## config.mk

```make
export PLATFORM = sky130hd
export DESIGN_NAME = bit_stack_arb
export DESIGN_NICKNAME = d
export VERILOG_FILES = /design/src/rtl/bit_stack_arb.sv
export SDC_FILE = /design/constraint.sdc
export NUM_CORES = 1
export LEC_CHECK = 0
export CORE_UTILIZATION = 44
export DETAILED_ROUTE_END_ITERATION = 16
export PLACE_DENSITY_LB_ADDON = 0.25
export SLEW_MARGIN = 20
export SYNTH_ARGS = -nofsm -noshare
export SYNTH_HDL_FRONTEND = slang
export SYNTH_SLANG_ARGS = --single-unit
```

## constraint.sdc

```tcl
create_clock -name clk -period 2 [get_ports clk]
set_input_delay 0.4 -clock clk [delete_from_list [all_inputs] [get_ports clk]]
set_output_delay 0.4 -clock clk [all_outputs]
set_load 0.01 [all_outputs]
```

## src/rtl/bit_stack_arb.sv

```systemverilog
// -----------------------------------------------------------------------------
// bit_stack_arb
//
// Two-requester arbiter in front of an external, level-sensitive bidirectional
// shift register that is used as a bit-wide LIFO stack. Each accepted
// operation follows the same sequence. The grant edge latches the operation.
// In STROBE one strobe is asserted for exactly one cycle. In RELEASE both
// strobes return to zero for one cycle. In ACK the granted requester receives
// a one-cycle acknowledge. Operations that would overflow or underflow the
// stack are rejected without touching the shift register. They are
// acknowledged one cycle after the grant, with err set.
//
// Ports
//   clk              single clock, rising edge
//   rst              synchronous active-high reset
//   a_req/b_req      operation request, held high until the matching ack
//   a_op/b_op        0 = push, 1 = pop (used only on the grant edge)
//   a_din/b_din      push data bit (used only on the grant edge)
//   a_ack/b_ack      one-cycle completion pulse
//   a_err/b_err      valid with ack, 1 = operation rejected
//   dout             popped bit, valid with ack of a pop, else 0
//   sr_in            data bit presented to the shift register
//   sr_bsr           shift register push strobe
//   sr_ret           shift register pop strobe
//   sr_lifo          shift register lifo output
//   count            stack occupancy, 0..DEPTH
//   full/empty       count == DEPTH / count == 0
//
// Every output is driven directly from a flop.
// -----------------------------------------------------------------------------
module bit_stack_arb #(
  parameter int DEPTH = 4,
  parameter int CW    = 3
) (
  input  logic          clk,
  input  logic          rst,
  input  logic          a_req,
  input  logic          a_op,
  input  logic          a_din,
  input  logic          b_req,
  input  logic          b_op,
  input  logic          b_din,
  output logic          a_ack,
  output logic          b_ack,
  output logic          a_err,
  output logic          b_err,
  output logic          dout,
  output logic          sr_in,
  output logic          sr_bsr,
  output logic          sr_ret,
  input  logic          sr_lifo,
  output logic [CW-1:0] count,
  output logic          full,
  output logic          empty
);

  typedef enum logic [1:0] {
    IDLE    = 2'd0,
    STROBE  = 2'd1,
    RELEASE = 2'd2,
    ACK     = 2'd3
  } state_e;

  localparam logic [CW-1:0] CountMax = CW'(DEPTH);
  localparam logic [CW-1:0] CountOne = CW'(1);

  // Control state
  state_e        state_q,  state_d;
  logic          gnt_b_q,  gnt_b_d;   // current grantee: 1 = B, 0 = A
  logic          last_b_q, last_b_d;  // most recent grant went to B
  logic          op_q,     op_d;      // latched operation
  logic          din_q,    din_d;     // latched push data

  // Registered outputs
  logic [CW-1:0] count_q,  count_d;
  logic          full_q,   full_d;
  logic          empty_q,  empty_d;
  logic          a_ack_q,  a_ack_d;
  logic          b_ack_q,  b_ack_d;
  logic          a_err_q,  a_err_d;
  logic          b_err_q,  b_err_d;
  logic          dout_q,   dout_d;
  logic          sr_in_q,  sr_in_d;
  logic          sr_bsr_q, sr_bsr_d;
  logic          sr_ret_q, sr_ret_d;

  // Arbitration helpers, evaluated in IDLE
  logic          pick_b;
  logic          sel_op;
  logic          sel_din;
  logic          reject;

  // ---------------------------------------------------------------------------
  // Next-state and output logic
  // ---------------------------------------------------------------------------
  always_comb begin
    // NOTE: every signal written in this block gets a default first, so no
    // path through the case statement can leave one unassigned and infer a
    // latch.
    state_d  = state_q;
    gnt_b_d  = gnt_b_q;
    last_b_d = last_b_q;
    op_d     = op_q;
    din_d    = din_q;
    count_d  = count_q;
    a_ack_d  = 1'b0;
    b_ack_d  = 1'b0;
    a_err_d  = 1'b0;
    b_err_d  = 1'b0;
    dout_d   = 1'b0;
    sr_in_d  = 1'b0;
    sr_bsr_d = 1'b0;
    sr_ret_d = 1'b0;

    // Round-robin selection. On contention B wins only when A was served
    // last. Otherwise whichever side is requesting is picked.
    pick_b  = b_req && (!a_req || !last_b_q);
    sel_op  = pick_b ? b_op  : a_op;
    sel_din = pick_b ? b_din : a_din;
    reject  = sel_op ? empty_q : full_q;

    unique case (state_q)
      IDLE: begin
        if (a_req || b_req) begin
          gnt_b_d  = pick_b;
          last_b_d = pick_b;
          op_d     = sel_op;
          din_d    = sel_din;
          if (reject) begin
            // Skip the shift register entirely and acknowledge next cycle.
            state_d = ACK;
            a_ack_d = !pick_b;
            b_ack_d = pick_b;
            a_err_d = !pick_b;
            b_err_d = pick_b;
          end else begin
            state_d  = STROBE;
            sr_in_d  = sel_din;
            sr_bsr_d = !sel_op;
            sr_ret_d = sel_op;
          end
        end
      end

      STROBE: begin
        // The strobe drops on this edge. The occupancy moves with it.
        // The full/empty guards stop count from ever wrapping.
        state_d = RELEASE;
        if (op_q) begin
          if (!empty_q) count_d = count_q - CountOne;
        end else begin
          if (!full_q) count_d = count_q + CountOne;
        end
      end

      RELEASE: begin
        // Both strobes stay low for this cycle. The shift register output
        // has settled by the end of it, so it is captured for the ack.
        state_d = ACK;
        a_ack_d = !gnt_b_q;
        b_ack_d = gnt_b_q;
        dout_d  = op_q & sr_lifo;
      end

      ACK: begin
        state_d = IDLE;
      end

      default: begin
        state_d = IDLE;
      end
    endcase

    full_d  = (count_d == CountMax);
    empty_d = (count_d == '0);
  end

  // ---------------------------------------------------------------------------
  // State and output registers
  // ---------------------------------------------------------------------------
  // NOTE: flops are updated with non-blocking assignments, so every register
  // samples the pre-edge values of the others regardless of statement order.
  always_ff @(posedge clk) begin
    if (rst) begin
      state_q  <= IDLE;
      gnt_b_q  <= 1'b0;
      last_b_q <= 1'b1;  // pretend B went last so A wins first contention
      op_q     <= 1'b0;
      din_q    <= 1'b0;
      count_q  <= '0;
      full_q   <= 1'b0;
      empty_q  <= 1'b1;
      a_ack_q  <= 1'b0;
      b_ack_q  <= 1'b0;
      a_err_q  <= 1'b0;
      b_err_q  <= 1'b0;
      dout_q   <= 1'b0;
      sr_in_q  <= 1'b0;
      sr_bsr_q <= 1'b0;
      sr_ret_q <= 1'b0;
    end else begin
      state_q  <= state_d;
      gnt_b_q  <= gnt_b_d;
      last_b_q <= last_b_d;
      op_q     <= op_d;
      din_q    <= din_d;
      count_q  <= count_d;
      full_q   <= full_d;
      empty_q  <= empty_d;
      a_ack_q  <= a_ack_d;
      b_ack_q  <= b_ack_d;
      a_err_q  <= a_err_d;
      b_err_q  <= b_err_d;
      dout_q   <= dout_d;
      sr_in_q  <= sr_in_d;
      sr_bsr_q <= sr_bsr_d;
      sr_ret_q <= sr_ret_d;
    end
  end

  assign a_ack  = a_ack_q;
  assign b_ack  = b_ack_q;
  assign a_err  = a_err_q;
  assign b_err  = b_err_q;
  assign dout   = dout_q;
  assign sr_in  = sr_in_q;
  assign sr_bsr = sr_bsr_q;
  assign sr_ret = sr_ret_q;
  assign count  = count_q;
  assign full   = full_q;
  assign empty  = empty_q;

endmodule

```

# Word level (Yosys, flattened, before mapping)

Index checks and enable logic that the tools add are counted.

Bits in registers: 18
Logic and storage cells: 56

$add $sub $neg: 2
Eq/ne operators: 5
Muxes and demuxes: 16
Bitwise logic cells: 4
Reduce and logical (&&, ||, !) cells: 14

Operators by type and width:

| cell                  | number |
|---|---|
| $mux W3               | 4 |
| $pmux W2 S4           | 1 |
| $mux W1               | 7 |
| $logic_not A1 Y1      | 5 |
| $eq A2 B2 Y1 const B  | 2 |
| $mux W2               | 2 |
| $pmux W1 S2           | 2 |
| $reduce_or A2 Y1      | 2 |
| $reduce_or A4 Y1      | 1 |
| $add A3 B1 Y3 const B | 1 |
| $eq A3 B3 Y1 const B  | 1 |
| $logic_not A3 Y1      | 1 |
| $not A1 Y1            | 3 |
| $sub A3 B1 Y3 const B | 1 |
| $eq A2 B1 Y1 const B  | 1 |
| $logic_not A2 Y1      | 1 |
| $logic_or A1 B1 Y1    | 2 |
| $ne A2 B2 Y1 const B  | 1 |
| $reduce_and A2 Y1     | 1 |
| $and A1 B1 Y1         | 1 |
| $logic_and A1 B1 Y1   | 1 |

# Longest topological paths before layout

Depth after elaboration: 8
Depth in mapped cells: 6
Gate-level depth less buffers: 6

# Worst setup path before layout

OpenSTA, ideal clock, no wires.

Path kind: reg-to-reg
Start point: register count_q[1], in the netlist count[1]
End point: register full_q, in the netlist full
Library setup time: 0.090 ns
Arrival time: 1.420 ns
Required time: 1.910 ns
Setup slack: 0.490 ns
Stages on the path, launching flop included: 7
Buffers on the path: 0
Clock period less this slack: 1.510 ns
Cell sequence: dfxtp_1 inv_1 ha_1 nor2_1 a22oi_1 o221ai_1 nor4bb_2

Longest elaborated chain between the ends: 5
Elaborated cells on any way between the ends: 7
Those cells by class: add/sub (2); eq/ne (1); mux (4)

RTL lines:

| element                                               | line     | RTL |
|---|---|---|
| start: declaration                                    | 75       | `logic [CW-1:0] count_q, count_d;` |
| start signal: assignment                              | 207      | `count_q <= count_d;` |
| $add A3 B1 Y3 / $sub A3 B1 Y3 (equally long branches) | 152, 150 |  |
| $mux W3 (on tied branches)                            | 152, 150 |  |
| $mux W3                                               | 149      | `if (op_q) begin` |
| $mux W3 *                                             | 122      | `unique case (state_q)` |
| $eq A3 B3 Y1 *                                        | 174      | `full_d = (count_d == CountMax);` |
| end signal: assignment                                | 208      | `full_q <= full_d;` |
| end: declaration                                      | 76       | `logic full_q, full_d;` |

Every way passes the cells marked *; elsewhere a longest branch is shown, timed or not.
A chain may end at the register's enable or synchronous reset.

# Worst setup path after layout

Start point: register full_q, in the netlist full
End point: output port full

RTL lines:

| element          | line | RTL |
|---|---|---|
| end: declaration | 53   | `output logic full,` |

No word-level cell between the ends.

==> results_dict.tcl <==
set metrics [dict create \
    syn_to_final_growth_pct 33.4 \
    r2r_end "full" \
    initial_core_util_pct 47.6 \
    cts-htree-levels 1 \
    critPathCapture "full" \
    finalWorstSetupSlack_ns 0.172 \
    largest_reg_flops 3 \
    p_leak_nw 0.424 \
    synth_area_per_cell_um2 9.88 \
    worstSetupStartpoint "full" \
    multi_input_area_um2 452 \
    skew_ns 0.00422 \
    gr-total-overflow 0 \
    grt_antenna_before_repair 0 \
    synthCells 85 \
    startpoint_type "register" \
    worst_setup_path_end_kind "output pin" \
    netlist_area_um2 840 \
    gp_congestion 0.860 \
    cts.sinks 18 \
    hold_viol 0 \
    cts_root_buffer "clkbuf_4" \
    layout_commonest_cell "clkdlybuf4s50_1" \
    crit_cells 1 \
    std_cell_rows 15 \
    synthArstFlopShare_pct 0 \
    postCtsSetupBuffers 0 \
    ys_warn_count 0 \
    hp-start "gnt_b_q" \
    antennaDiodeCount 0 \
    place.port_buffers 21 \
    critical-path-top-delay-family "buffers and inverters" \
    ios 22 \
    syn_nets 99 \
    synth.distinct_cells 39 \
    fin_crit_sh_pct 91.4 \
    grt_pass1_wl_mm 2.59 \
    clk_pin_slew_worst_paths_ns 0.10 \
    slowest_stage "clkdlybuf4s50_1" \
    crit_type "reg -> out" \
    rr_startpoint "count[1]" \
    path_max_fanout 8 \
    worst_hold_path_type "reg -> reg" \
    clkLatencyLatePin_ns 0.29 \
    slew_headroom_pct 58.5 \
    num-nets-final 124 \
    status "finished, final reports clean" \
    fill_cells 155 \
    cp.arrival_ns 1.43 \
    numCtsBuffers 3 \
    ys_seq_area_share_pct 42.9 \
    rsz0062_at_grt "false" \
    vias 698 \
    synth_edf_count 0 \
    critPathMaxStageDelay_ns 0.60 \
    grt_use_total_pct 17.3 \
    ys_ff_latch 18 \
    dieArea_um2 2090 \
    clk_path_buf_depth 2 \
    timing.fmax_mhz 547 \
    pre_cts_ws_ns 0.194 \
    core_um2 1760 \
    vias_per_cell 5.21 \
    ir_drop_mv 0.766 \
    firstDrtPassIters 4 \
    wirelength_mm 1.60 \
    reg2regPathDepth 6 \
    slew_violations 0 \
    drtAntennaViolNets 0 \
    grt_max_degree 18 \
    hpwl_mm 1.20 \
    crit_chain "clkdlybuf4s50_1" \
    grt_pass1_vias 608 \
    drc 0 \
    maxCapViolCount 0 \
    avgRoutedWirePerCell_um 12.0 \
    layout-drive-gt1-share_pct 12.8 \
    ff2ff_setup_slack_ns 0.37 \
    cts_tree "yes" \
    die_y_um 45.7 \
    fp.dieW_um 45.7 \
    crit_required_ns 1.60 \
    synth_ff_type "dfxtp_1" \
    cts_hold_buffers 0 \
    seq_area_um2 360 \
    layout_common_cells "clkdlybuf4s50_1 (21), dfxtp_1 (18), nor2_1 (11)" \
    worstMarginPinSlew_ns 0.621 \
    first_iter_violations 11 \
    setup_tns_ns 0 \
    p_per_area_nw_per_um2 1160 \
    setup_viol 0 \
    critPathBufInv 1 \
    post_cts_resized 0 \
    min_period_ns 1.83 \
]
worst min path at each step:
stage                     cells past startpoint     to  slack, ns
after floorplan                               2  b_ack       0.44
after global placement                        2  b_ack       0.47
after detailed placement                      2  b_ack       0.47
after CTS                                     2  b_ack       0.48
after global routing                          2  b_ack       0.52
final                                         2  b_ack       0.48
power by group:
group / internal [W] / total [W] / switching, W
clock network: 0.000111 / 0.000223 / 0.000112
registers: 0.000438 / 0.000509 / 0.0000707
logic: 0.000291 / 0.000563 / 0.000272
total: 0.000841 / 0.00130 / 0.000454
metrics by stage:
step                instance area (µm²)  hold slack [ns]  utilization (%)  instances  power, W
floorplan                           840            0.444                -         85  0.000877
CTS                                1120            0.482             63.5        134   0.00130
detailed placement                 1080            0.469             61.4        130   0.00108
global placement                   1080            0.471             61.4        130   0.00106
finish                             1120            0.479             63.5        134   0.00130
global route                       1120            0.518             63.5        134   0.00138
worst reg2reg max path, cell delays in order, from the launching register on:
cell and delay (ns):
dfxtp_1 0.41, inv_1 0.09, ha_1 0.29, nor2_1 0.10, a22oi_1 0.07, o221ai_1 0.29
nor4bb_2 0.31
cell usage after synthesis, types with 2 or more instances:
cell type	number	area share, %
a32oi_1	2	2.1
clkbuf_1	2	0.89
nor2b_1	4	3.0
ha_1	5	7.5
a211o_1	2	2.1
a21oi_1	2	1.2
inv_1	4	1.8
nand2_1	5	2.2
dfxtp_1	18	43
nand2b_1	2	1.5
nor2_1	11	4.9
cells by family (layout without fill, tap and decap cells):
logic type               after synthesis  count (layout)  share of synthesized area [%]
buffers and inverters                  7              31                           3.28
multiplexers                           2               2                           2.83
adder cells (fa/ha/maj)                5               5                           7.45
AND/OR/NAND/NOR                       33              33                           23.5
XOR/XNOR                               2               2                           2.98
flip-flops                            18              18                           42.9
AO/OA/AOI/OAI                         18              18                           17.0
area by class of cell:
| type | count | area share [%] |
|---|---|---|
| Inverter | 4 | 1.34 |
| Timing Repair Buffer | 23 | 20.1 |
| Sequential cell | 18 | 32.2 |
| Multi-Input combinational cell | 60 | 40.3 |
| Clock buffer | 4 | 3.24 |
| Tap cell | 25 | 2.79 |
per-layer routing:
metal	vias up	track usage [%]	routed length [µm]
met4	0	5.45	14
li1	353	-	-
met1	323	22.9	811
met2	20	27.1	727
met3	2	4.76	49
met5	-	0	0
(Power assumes the default switching activity.)
